$ cat config.mk
export PLATFORM = sky130hd
export DESIGN_NAME = fifo_uart_tx
export DESIGN_NICKNAME = d
export VERILOG_FILES = /design/src/rtl/fifo_uart_pkg.sv /design/src/rtl/baud_counter.sv /design/src/rtl/fifo_uart_tx.sv
export SDC_FILE = /design/constraint.sdc
export NUM_CORES = 1
export LEC_CHECK = 0
export BUFFER_PORTS_ARGS = -buffer_cell sky130_fd_sc_hd__buf_2
export CORE_UTILIZATION = 41
export CTS_CLUSTER_DIAMETER = 50
export DETAILED_ROUTE_END_ITERATION = 12
export PLACE_DENSITY = 0.58
export SLEW_MARGIN = 5
export SYNTH_ARGS = -nofsm -noshare
export SYNTH_HDL_FRONTEND = slang
export SYNTH_SLANG_ARGS = --single-unit
$ cat constraint.sdc
create_clock -name i_clk -period 3.7 [get_ports i_clk]
set_clock_uncertainty 0.1 [all_clocks]
set_input_delay 0.185 -clock i_clk [delete_from_list [all_inputs] [get_ports i_clk]]
set_output_delay 0.185 -clock i_clk [all_outputs]
set_load 0.05 [all_outputs]
$ cat src/rtl/fifo_uart_pkg.sv
// Shared definitions for the FIFO-fed UART transmitter.
// Holds the state encoding and the default bit timing and parity settings.
package fifo_uart_pkg;

  localparam int unsigned DEFAULT_CLKS_PER_BIT = 16;
  localparam bit          DEFAULT_PARITY_EN    = 1'b0;
  localparam int unsigned CNT_W                = 16;

  typedef enum logic [2:0] {
    ST_IDLE,
    ST_START,
    ST_DATA,
    ST_PARITY,
    ST_STOP
  } uart_state_e;

  function automatic logic even_parity(input logic [7:0] data);
    return ^data;
  endfunction

endpackage

$ cat src/rtl/baud_counter.sv
// Bit-period counter: counts 0..CLKS_PER_BIT-1 while enabled.
// Ticks on the last count and restarts from zero when cleared.
module baud_counter
  import fifo_uart_pkg::*;
#(
  parameter int unsigned CLKS_PER_BIT = DEFAULT_CLKS_PER_BIT
) (
  input  logic clk_i,
  input  logic rst_ni,
  input  logic clear_i,
  input  logic enable_i,
  output logic tick_o
);

  localparam logic [CNT_W-1:0] LAST = CNT_W'(CLKS_PER_BIT - 1);

  logic [CNT_W-1:0] count_q, count_d;

  always_comb begin
    count_d = count_q;
    if (clear_i) begin
      count_d = '0;
    end else if (enable_i) begin
      count_d = (count_q == LAST) ? '0 : count_q + CNT_W'(1);
    end
  end

  always_ff @(posedge clk_i or negedge rst_ni) begin
    if (!rst_ni) begin
      count_q <= '0;
    end else begin
      count_q <= count_d;
    end
  end

  // The tick must not depend on clear_i: the clear is derived from the tick.
  assign tick_o = enable_i && (count_q == LAST);

endmodule

$ cat src/rtl/fifo_uart_tx.sv
// UART transmitter that pops bytes from a FIFO read port and sends 8N1
// frames, with an optional even-parity bit.
module fifo_uart_tx
  import fifo_uart_pkg::*;
#(
  parameter int unsigned CLKS_PER_BIT = DEFAULT_CLKS_PER_BIT,
  parameter bit          PARITY_EN    = DEFAULT_PARITY_EN
) (
  input  logic       i_clk,
  input  logic       i_reset_n,
  input  logic       i_enable,
  input  logic [7:0] i_fifo_data,
  input  logic       i_fifo_empty,
  output logic       o_fifo_rd,
  output logic       o_tx,
  output logic       o_busy,
  output logic       o_done
);

  uart_state_e state_q, state_d;
  logic [7:0]  shift_q, shift_d;
  logic [2:0]  bit_idx_q, bit_idx_d;
  logic        tx_q, tx_d;
  logic        tick;
  logic        cnt_clear;
  logic        cnt_enable;

  baud_counter #(
    .CLKS_PER_BIT(CLKS_PER_BIT)
  ) u_baud_counter (
    .clk_i   (i_clk),
    .rst_ni  (i_reset_n),
    .clear_i (cnt_clear),
    .enable_i(cnt_enable),
    .tick_o  (tick)
  );

  // Gated by reset so no pop is requested while reset is held.
  assign o_fifo_rd = i_reset_n && (state_q == ST_IDLE) && i_enable && !i_fifo_empty;

  // The shift register rotates, so after eight data bits it again holds the original byte.
  always_comb begin
    state_d   = state_q;
    shift_d   = shift_q;
    bit_idx_d = bit_idx_q;
    case (state_q)
      ST_IDLE: begin
        if (o_fifo_rd) begin
          shift_d = i_fifo_data;
          state_d = ST_START;
        end
      end
      ST_START: begin
        if (tick) state_d = ST_DATA;
      end
      ST_DATA: begin
        if (tick) begin
          shift_d   = {shift_q[0], shift_q[7:1]};
          bit_idx_d = bit_idx_q + 3'd1;
          if (bit_idx_q == 3'd7) state_d = PARITY_EN ? ST_PARITY : ST_STOP;
        end
      end
      ST_PARITY: begin
        if (tick) state_d = ST_STOP;
      end
      ST_STOP: begin
        if (tick) state_d = ST_IDLE;
      end
      default: state_d = ST_IDLE;
    endcase
  end

  always_comb begin
    tx_d = 1'b1;
    case (state_d)
      ST_START:  tx_d = 1'b0;
      ST_DATA:   tx_d = shift_d[0];
      ST_PARITY: tx_d = even_parity(shift_d);
      default:   tx_d = 1'b1;
    endcase
  end

  always_ff @(posedge i_clk or negedge i_reset_n) begin
    if (!i_reset_n) begin
      state_q   <= ST_IDLE;
      shift_q   <= 8'h00;
      bit_idx_q <= 3'd0;
      tx_q      <= 1'b1;
    end else begin
      state_q   <= state_d;
      shift_q   <= shift_d;
      bit_idx_q <= bit_idx_d;
      tx_q      <= tx_d;
    end
  end

  assign cnt_clear  = (state_d != state_q);
  assign cnt_enable = (state_q != ST_IDLE);

  assign o_tx   = tx_q;
  assign o_busy = (state_q != ST_IDLE);
  assign o_done = (state_q == ST_STOP) && tick;

endmodule

---- After elaboration in Yosys (flattened, before gate mapping) ----
Index checks and enable logic that the tools add are counted.
word-level totals
  bits in registers ....................... 31
  word-level logic and storage cells ...... 42
  output and inout port bits .............. 4
  input port bits ......................... 12
cells by class
  equal/unequal tests ..................... 10
  add/subtract/negate cells ............... 2
  reductions and logical operators ........ 11
  multiplexer cells ....................... 14
operators with widths
  kind                                            count
  two-way mux 16 bit                              3
  two-way mux 3 bit                               6
  adder 16 x 1 -> 16 bit, second input constant   1
  == test 16 x 4 -> 1 bit, second input constant  1
  two-way mux 8 bit                               2
  one-hot mux 8 bit (2 select lines)              1
  one-hot mux 3 bit (5 select lines)              1
  == test 3 x 2 -> 1 bit, second input constant   4
  parity 8 bit                                    1
  == test 3 x 1 -> 1 bit, second input constant   2
  == test 3 bit, second input constant            2
  logical AND 1 bit                               5
  adder 3 x 1 -> 3 bit, second input constant     1
  zero test 3 bit                                 1
  != test 3 bit                                   1
  one-hot mux 1 bit (3 select lines)              1
  nonzero test 3 bit                              1
  AND reduction 2 bit                             1
  nonzero test 2 bit                              1
  zero test 1 bit                                 1

---- Depth between registers and ports, before layout ----
Gate-level depths: netlist of run 1.
  depth in word-level cells ............... 8
  mapped depth ............................ 11
  depth with buffers taken out ............ 9

---- Cells and area by module ----
A second synthesis of run 1 with hierarchy kept.
second synthesis, totals
  cell total of the unflattened synthesis .. 162
  area total of the unflattened synthesis .. 1736.7 um^2
modules (own cells, without submodules)
  module        instances  area an instance (um^2)  sequential area each (um^2)  cells an instance
  baud_counter  1          904.6                    400.4                        91
  fifo_uart_tx  1          832.0                    376.6                        71

---- Least setup slack after synthesis of run 1 ----
OpenSTA, ideal clock, no wires.
  path type ............................... reg-to-reg
  from .................................... register state_q[0]
  to ...................................... register tx_q, in the netlist o_tx
  path buffers ............................ 2
  data required time ...................... 3.521 ns
  library setup time ...................... 0.079 ns
  clock period less this slack ............ 2.606 ns
  cell stages (with the launch flop) ...... 11
  data arrival time ....................... 2.427 ns
  slack ................................... 1.094 ns
  cell sequence ........................... dfrtp_1 > buf_6 > nor3_2 > inv_2 > nor3_4 > buf_4 > a22oi_1 > nand2_1 > xnor3_1 > xor2_1 > a41o_1
on the way
  elaborated cells between the ends (all ways) .. 25
  those cells by class .................... eq/ne: 7; mux: 11; reduce/logical: 7
RTL lines
  what                                line                 RTL
  from (decl)                         fifo_uart_tx.sv:20   uart_state_e state_q, state_d;
  from (signal assigned)              fifo_uart_tx.sv:90   state_q <= state_d;
  nonzero test 3 bit                  --
  named net o_busy                    fifo_uart_tx.sv:16   output logic o_busy,
  logical AND 1 bit                   baud_counter.sv:37   assign tick_o = enable_i && (count_q == LAST);
  two-way mux 8 bit                   fifo_uart_tx.sv:57   if (tick) begin
  one-hot mux 8 bit (2 select lines)  fifo_uart_tx.sv:46   case (state_q)
  named net shift_d[6]                fifo_uart_tx.sv:21   logic [7:0] shift_q, shift_d;
  parity 8 bit                        fifo_uart_pkg.sv:18  return ^data;
  one-hot mux 1 bit (3 select lines)  fifo_uart_tx.sv:75   case (state_d)
  named net tx_d                      fifo_uart_tx.sv:23   logic tx_q, tx_d;
  to (signal assigned)                fifo_uart_tx.sv:93   tx_q <= tx_d;
  to (decl)                           fifo_uart_tx.sv:23
The timed path passes the listed nets, and every way through them passes these cells.
A chain may end at the register's enable or synchronous reset.

---- Worst setup path after layout of run 1 ----
  from .................................... register state_q[0]
  to ...................................... register tx_q, in the netlist o_tx
on the way
  longest elaborated chain between the ends .. 8
  elaborated cells between the ends (all ways) .. 25
  those cells by class .................... eq/ne: 7; mux: 11; reduce/logical: 7
RTL lines
  what                                    line                                    RTL
  zero test 3 bit                         fifo_uart_tx.sv:39, fifo_uart_tx.sv:46
  logical AND 1 bit (3 in a row)          fifo_uart_tx.sv:39                      assign o_fifo_rd = i_reset_n && (state_q == ST_IDLE) && i_enable && !i_fifo_empty;
  two-way mux 8 bit                       fifo_uart_tx.sv:48                      if (o_fifo_rd) begin
  one-hot mux 8 bit (2 select lines) (*)  fifo_uart_tx.sv:46
  named net shift_d[4]                    fifo_uart_tx.sv:21
  parity 8 bit (*)                        fifo_uart_pkg.sv:18
  one-hot mux 1 bit (3 select lines) (*)  fifo_uart_tx.sv:75
  named net tx_d                          fifo_uart_tx.sv:23
The timed path passes the listed nets; every way through them passes the cells marked *.

==> out/metrics.yaml, run 1 <==
outcome: "finished clean"
tns_ns: 0
critPathArrivalTime_ns: 3.01
min_path_type: "in2reg"
min_to: "shift_q[6]$_DFF_PN0_"
grt_pass1_vias: 1230
syn_area_sq_mm: 0.00172
grt_pass1_wl_mm: 5.78
grt_setup_unrepaired: "no"
r2r-start: "state_q[0]$_DFF_PN0_"
crit_chain: "nor3_2 > inv_2 > nor3_4 > a21oi_2 > a221o_2 > xor2_1 > xnor3_1 > xor2_1 > a41o_1"
startpoint_type: "flip-flop"
fin_crit_sh_pct: 78.5
die-area_sq_mm: 0.00446
ys_seq_area_share_pct: 45.2
synth-edff-count: 0
dieHeight_um: 66.8
hold_viol: 0
vias: 1339
drt-total-wl_mm: 3.55
final_nets: 210
first_pass_iters: 4
worstSetupEndpointType: "flip-flop"
fin_crit_ns: 2.91
synth_top_cell_by_area: "dfrtp_1"
synthTopCellsByArea: "dfrtp_1 44%, o21ai_0 7.0%, nor2_1 4.8%, xor2_1 4.6%, and3_1 4.4%"
synthTopCellsByCount: "30 x dfrtp_1, 24 x o21ai_0, 22 x nor2_1, 18 x nand2_1, 12 x and3_1"
clockBufferDepth: 2
insertion_delay_ns: 0.29
crit_type: "reg2reg"
synth_top_family_by_area: "simple AND/OR/NAND/NOR gates"
yosys_register_bits: 31
crit_fanout: 13
overflow: 0
cts_buffers: 5
maxSlewHeadroom_pct: 40.7
clockRootBuffer: "clkbuf_8"
synthXorXnorAreaFrac_pct: 5.90
coreArea_sq_mm: 0.00400
finalSetupViolations: 0
r2r_slack_ns: 0.79
grt_max_degree: 32
cap_violations: 0
slew_violations: 0
async_reset_ff_share_pct: 100
cp_top_family: "compound AO/OA/AOI/OAI gates"
io_buffers: 15
pwr-share-comb_pct: 39.0
synthCells: 177
ys.flop_type: "dfrtp_1"
worstMarginPinSlew_ns: 0.887
synth_compound_area_share_pct: 16.5
gp_congestion: 0.768
hpwlAfterDp_mm: 2.55
path_buf_inv: 1
start_util_pct: 43.0
design_area_sq_mm: 0.00192
cts.sinks: 31
utilization_pct: 48.0
leakagePower_nw: 0.926
power.density_mw_per_mm2: 667
final_antenna_net_count: 0
yosys.area_share.simple_pct: 25.8
grt.total_usage_pct: 18.0
ys_warn_count: 0
diodes: 0
ir_drop_uv: 360
die_x_um: 66.8
hold_depth: 3
synth_nets: 192
drive_above_1_share_pct: 17.3
min_from: "i_fifo_data[6]"
io_pins: 16
drc: 0
slowest_stage: "dfrtp_1"
drt-initial-drc-count: 68
n_fill_cell: 382
swShare_pct: 39.2
max_freq_mhz: 344
synth_area_per_cell_sq_um: 9.71
clockPowerShare_pct: 19.8
placed_area_sq_mm: 0.00183
crit_top_cell: "xor2_1"
yosys.area_share.adder_pct: 2.18
netlist.area_leader.share_pct: 43.7
p_sw_uw: 502
fin_ws_ns: 0.794
antenna_found_initial: 0
pwr-share-seq_pct: 41.3
synthMuxAreaShare_pct: 1.89
yosysMostFrequentCell: "dfrtp_1"
dp_slack_ns: 0.819
cts_tree: "done"
rr_worst_depth: 9
synth_cell_type_count: 41
cts_max_level: 2
r2r-end: "o_tx$_DFF_PN1_"
cp.required_ns: 3.81
area_delta_synth_final_pct: 11.6
hold_ws_ns: 0.0745
rows: 23
cpPeakStageDelay_ns: 0.50
wire_per_inst_um: 14.4
cts.clk_slew.worst_paths_ns: 0.06
power.internal_uw: 779
viasPerCell: 5.44
post_cts_buffers: 0
placed cells by master (no fill, tap or decap), drive strengths merged:
cell type	count
nor3	5
dfrtp	30
a41o	1
inv	2
o31ai	1
nor2b	1
xor2	9
nor2	22
o22ai	1
nor4	2
o21bai	1
a22oi	2
a22o	1
nand2b	1
nand3b	2
dlygate4sd3	1
nand2	18
o21ai	24
and4b	1
and4	2
a21o	1
xnor3	1
nand4	1
a221o	5
clkbuf	8
a32o	1
ha	3
nand3	5
mux2i	1
mux2	2
buf	16
and3	12
dfstp	1
and2	5
a21oi	7
power by group through the flow:
| stage | logic (mW) | clock network [mW] | registers [mW] |
|---|---|---|---|
| 6_report | 0.499 | 0.253 | 0.529 |
| 5_1_grt | 0.547 | 0.276 | 0.542 |
| 4_1_cts | 0.502 | 0.262 | 0.528 |
| 3_5_place_dp | 0.496 | 0 | 0.532 |
| 3_3_place_gp | 0.490 | 0 | 0.533 |
| 2_1_floorplan | 0.409 | 0 | 0.517 |
per-layer routing:
| layer | vias to the layer above | track usage [%] | share of wire, % | routed length [um] |
|---|---|---|---|---|
| met5 | - | 0 | 0 | 0 |
| met4 | 0 | 7.18 | 1.7 | 59 |
| met3 | 6 | 5.14 | 3.3 | 118 |
| met2 | 17 | 26.6 | 45 | 1580 |
| met1 | 641 | 24.4 | 50 | 1790 |
| li1 | 675 | - | - | - |
state kept, by name (all words and copies together), names as in the netlist:
signal	count
u_baud_counter.count_q	16
shift_q	8
bit_idx_q	3
state_q	3
o_tx	1
kinds of logic after synthesis:
logic type                 Yosys count
buffers and inverters                8
DFF                                 31
adders and majority gates            3
muxes                                3
AOI/OAI and AO/OA                   45
and+or+nand+nor                     77
xor gates and xnor gates            10
through the flow:
stage | instances | power (mW)
after floorplan | 177 | 0.926
final | 246 | 1.28
after CTS | 246 | 1.29
after global routing | 246 | 1.36
after global placement | 237 | 1.02
after detailed placement | 237 | 1.03
worst max-delay path by stage:
stage,start,end,cells after the start
5_1_grt,state_q[0]$_DFF_PN0_,o_tx$_DFF_PN1_,9
4_1_cts,state_q[0]$_DFF_PN0_,o_tx$_DFF_PN1_,9
3_5_place_dp,state_q[0]$_DFF_PN0_,o_tx$_DFF_PN1_,9
3_3_place_gp,state_q[0]$_DFF_PN0_,o_tx$_DFF_PN1_,9
6_report,state_q[0]$_DFF_PN0_,o_tx$_DFF_PN1_,9
2_1_floorplan,state_q[0]$_DFF_PN0_,o_tx$_DFF_PN1_,10
worst reg2reg max path, stage by stage, from the launching register on:
cell	delay, ns
dfrtp_1	0.50
nor3_2	0.31
inv_2	0.13
nor3_4	0.42
a21oi_2	0.15
a221o_2	0.39
xor2_1	0.18
xnor3_1	0.24
xor2_1	0.17
a41o_1	0.25
what timing repair did:
item                                   CTS  global route
hold buffers                             1             0
gates resized for setup                  0             0
endpoints found under the hold margin   30             0
layout make-up:
| class | instances | area (sq um) | area share, % |
|---|---|---|---|
| clock buffer | 8 | 80.1 | 4.17 |
| inverter | 2 | 7.51 | 0.391 |
| multi-input combinational | 138 | 900 | 46.9 |
| sequential | 31 | 777 | 40.5 |
| tap | 50 | 62.6 | 3.26 |
| timing repair buffer | 17 | 92.6 | 4.82 |
Note: power is estimated with default switching activity, not from simulation.
==> run 2, diff against run 1 <==
Clock period 3.7 ns to 2.8 ns, I/O delays scaled along.
==> out/metrics.yaml, run 2 (synthesized netlist as in run 1, its figures left out) <==
area_delta_synth_final_pct: 19.1  # was 11.6%
cts.clk_slew.worst_paths_ns: 0.07  # was 0.06 ns
multi_input_area_sq_um: 933  # was 900 sq um
insertion_delay_ns: 0.28  # was 0.29 ns
slew_violations: 0  # unchanged
layout.cells.most_common: "dfrtp_1"  # unchanged
dp_slack_ns: 0.133  # was 0.819 ns
leakagePower_nw: 0.990  # was 0.926 nW
top_regs: "u_baud_counter.count_q x16, shift_q x8"  # unchanged
coreArea_sq_mm: 0.00400  # unchanged
final_nets: 220  # was 210
finalSetupViolations: 0  # unchanged
ir_drop_uv: 521  # was 360 uV
pwr-share-seq_pct: 36.9  # was 41.3%
dieHeight_um: 66.8  # unchanged
clockBufferDepth: 2  # unchanged
cp_top_family: "simple AND/OR/NAND/NOR gates"  # was compound AO/OA/AOI/OAI gates
critPathArrivalTime_ns: 2.75  # was 3.01 ns
fin_crit_sh_pct: 94.0  # was 78.5%
power.internal_mw: 1.14  # was 779 uW
die-area_sq_mm: 0.00446  # unchanged
rows: 23  # unchanged
outcome: "finished clean"  # unchanged
antenna_found_initial: 0  # unchanged
viasPerCell: 5.42  # was 5.44
fin_ws_ns: 0.169  # was 0.794 ns
final_antenna_net_count: 0  # unchanged
overflow: 0  # unchanged
utilization_pct: 51.2  # was 48.0%
path_buf_inv: 0  # was 1
crit_fanout: 8  # was 13
first_pass_iters: 4  # unchanged
fin_crit_ns: 2.63  # was 2.91 ns
vias: 1388  # was 1339
cts_buffers: 5  # unchanged
grt_max_degree: 32  # unchanged
drt-initial-drc-count: 51  # was 68
io_pins: 16  # unchanged
crit_chain: "nor4_4 > nand4_4 > nor3_4 > a221o_1 > xor2_1 > xor2_1 > xor2_1 > a41o_1"  # was nor3_2 > inv_2 > nor3_4 > a21oi_2 > a221o_2 > xor2_1 > xnor3_1 > xor2_1 > a41o_1
max_freq_mhz: 380  # was 344 MHz
gp_congestion: 0.773  # was 0.768
min_path_type: "in2reg"  # unchanged
grt.total_usage_pct: 18.9  # was 18.0%
hpwlAfterDp_mm: 2.74  # was 2.55 mm
worstMarginPinSlew_ns: 0.571  # was 0.887 ns
cpPeakStageDelay_ns: 0.45  # was 0.50 ns
largest_reg_flops: 16  # unchanged
cts_max_level: 2  # unchanged
hold_viol: 0  # unchanged
tns_ns: 0  # unchanged
clockPowerShare_pct: 20.8  # was 19.8%
n_fill_cell: 376  # was 382
r2r_slack_ns: 0.17  # was 0.79 ns
cts_tree: "done"  # unchanged
crit_top_cell: "xor2_1"  # unchanged
clockRootBuffer: "clkbuf_8"  # unchanged
cts.sinks: 31  # unchanged
p_sw_uw: 715  # was 502 uW
io_buffers: 15  # unchanged
swShare_pct: 38.5  # was 39.2%
power.density_mw_per_mm2: 907  # was 667 mW/mm^2
cp.required_ns: 2.92  # was 3.81 ns
hold_ws_ns: 0.0296  # was 0.0745 ns
maxSlewHeadroom_pct: 61.8  # was 40.7%
grt_pass1_vias: 1368  # was 1230
wire_per_inst_um: 14.9  # was 14.4 um
pwr-share-comb_pct: 42.3  # was 39.0%
worstSetupEndpointType: "flip-flop"  # unchanged
slowest_stage: "dfrtp_1"  # unchanged
die_x_um: 66.8  # unchanged
start_util_pct: 43.0  # unchanged
startpoint_type: "flip-flop"  # unchanged
cap_violations: 0  # unchanged
top_register: "u_baud_counter.count_q"  # unchanged
drc: 0  # unchanged
drt-total-wl_mm: 3.81  # was 3.55 mm
final_cell_mix: "30 x dfrtp_1, 24 x o21ai_0, 22 x nor2_1, 18 x nand2_1, 15 x buf_2"  # unchanged
diodes: 0  # unchanged
drive_above_1_share_pct: 24.8  # was 17.3%
crit_type: "reg2reg"  # unchanged
grt_pass1_wl_mm: 6.27  # was 5.78 mm
regArea_sq_um: 777  # unchanged
## run 2: cell types whose count changed in the layout (fill, tap and decap cells not counted), sizes merged
cell	change
buf	+10
## run 2: per-layer routing
layer	vias up	part of all wire (%)	track usage, %
li1	689	-	-
met5	-	0	0
met3	5	3.6	4.45
met2	24	47	28.2
met1	670	48	26.7
met4	0	0.94	6.38
## run 2: timing repair
| action | 4_1_cts | 5_1_grt |
|---|---|---|
| hold endpoints to repair | 30 | 0 |
| gates resized for setup | 0 | 7 |
| setup buffers | 0 | 3 |
| hold buffers | 1 | 0 |
| endpoints found under the setup margin | 0 | 1 |
## run 2: metrics by stage
step           cell area, sq um  total power [mW]  std cells
3_3_place_gp               1880              1.41        244
2_1_floorplan              1720              1.22        177
4_1_cts                    1990              1.83        253
6_report                   2050              1.86        256
5_1_grt                    2050              1.99        256
3_5_place_dp               1880              1.43        244
## run 2: path summary, 6_finish.rpt
check	startpoint	endpoint	cells after the start
setup / recovery	u_baud_counter.count_q[13]$_DFFE_PN0P_	o_tx$_DFF_PN1_	8
hold reg to reg	bit_idx_q[0]$_DFFE_PN0P_	bit_idx_q[0]$_DFFE_PN0P_	1
hold / removal	i_fifo_data[6]	shift_q[6]$_DFF_PN0_	3
min in group asynchronous	i_reset_n	u_baud_counter.count_q[7]$_DFFE_PN0P_	3
max in group asynchronous	i_reset_n	o_tx$_DFF_PN1_	3
setup reg to reg	u_baud_counter.count_q[13]$_DFFE_PN0P_	o_tx$_DFF_PN1_	8
## run 2: worst register-to-register path, cell delays in order, from the launching register on
cell	delay [ns]
dfrtp_1	0.45
nor4_4	0.40
nand4_4	0.18
nor3_4	0.38
a221o_1	0.26
xor2_1	0.19
xor2_1	0.25
xor2_1	0.19
a41o_1	0.17
## run 2: layout make-up
type | count | share of cell area [%]
sequential | 31 | 37.9
timing repair buffer | 27 | 8.19
multi-input combinational | 138 | 45.6
inverter | 2 | 0.367
clock buffer | 8 | 4.89
tap | 50 | 3.05
## run 2: power groups by stage
stage / Sequential [mW] / Combinational (mW) / Clock (mW)
global placement: 0.685 / 0.725 / 0
detailed placement: 0.689 / 0.744 / 0
finish: 0.687 / 0.786 / 0.386
floorplan: 0.684 / 0.540 / 0
global route: 0.703 / 0.875 / 0.411
CTS: 0.682 / 0.751 / 0.392
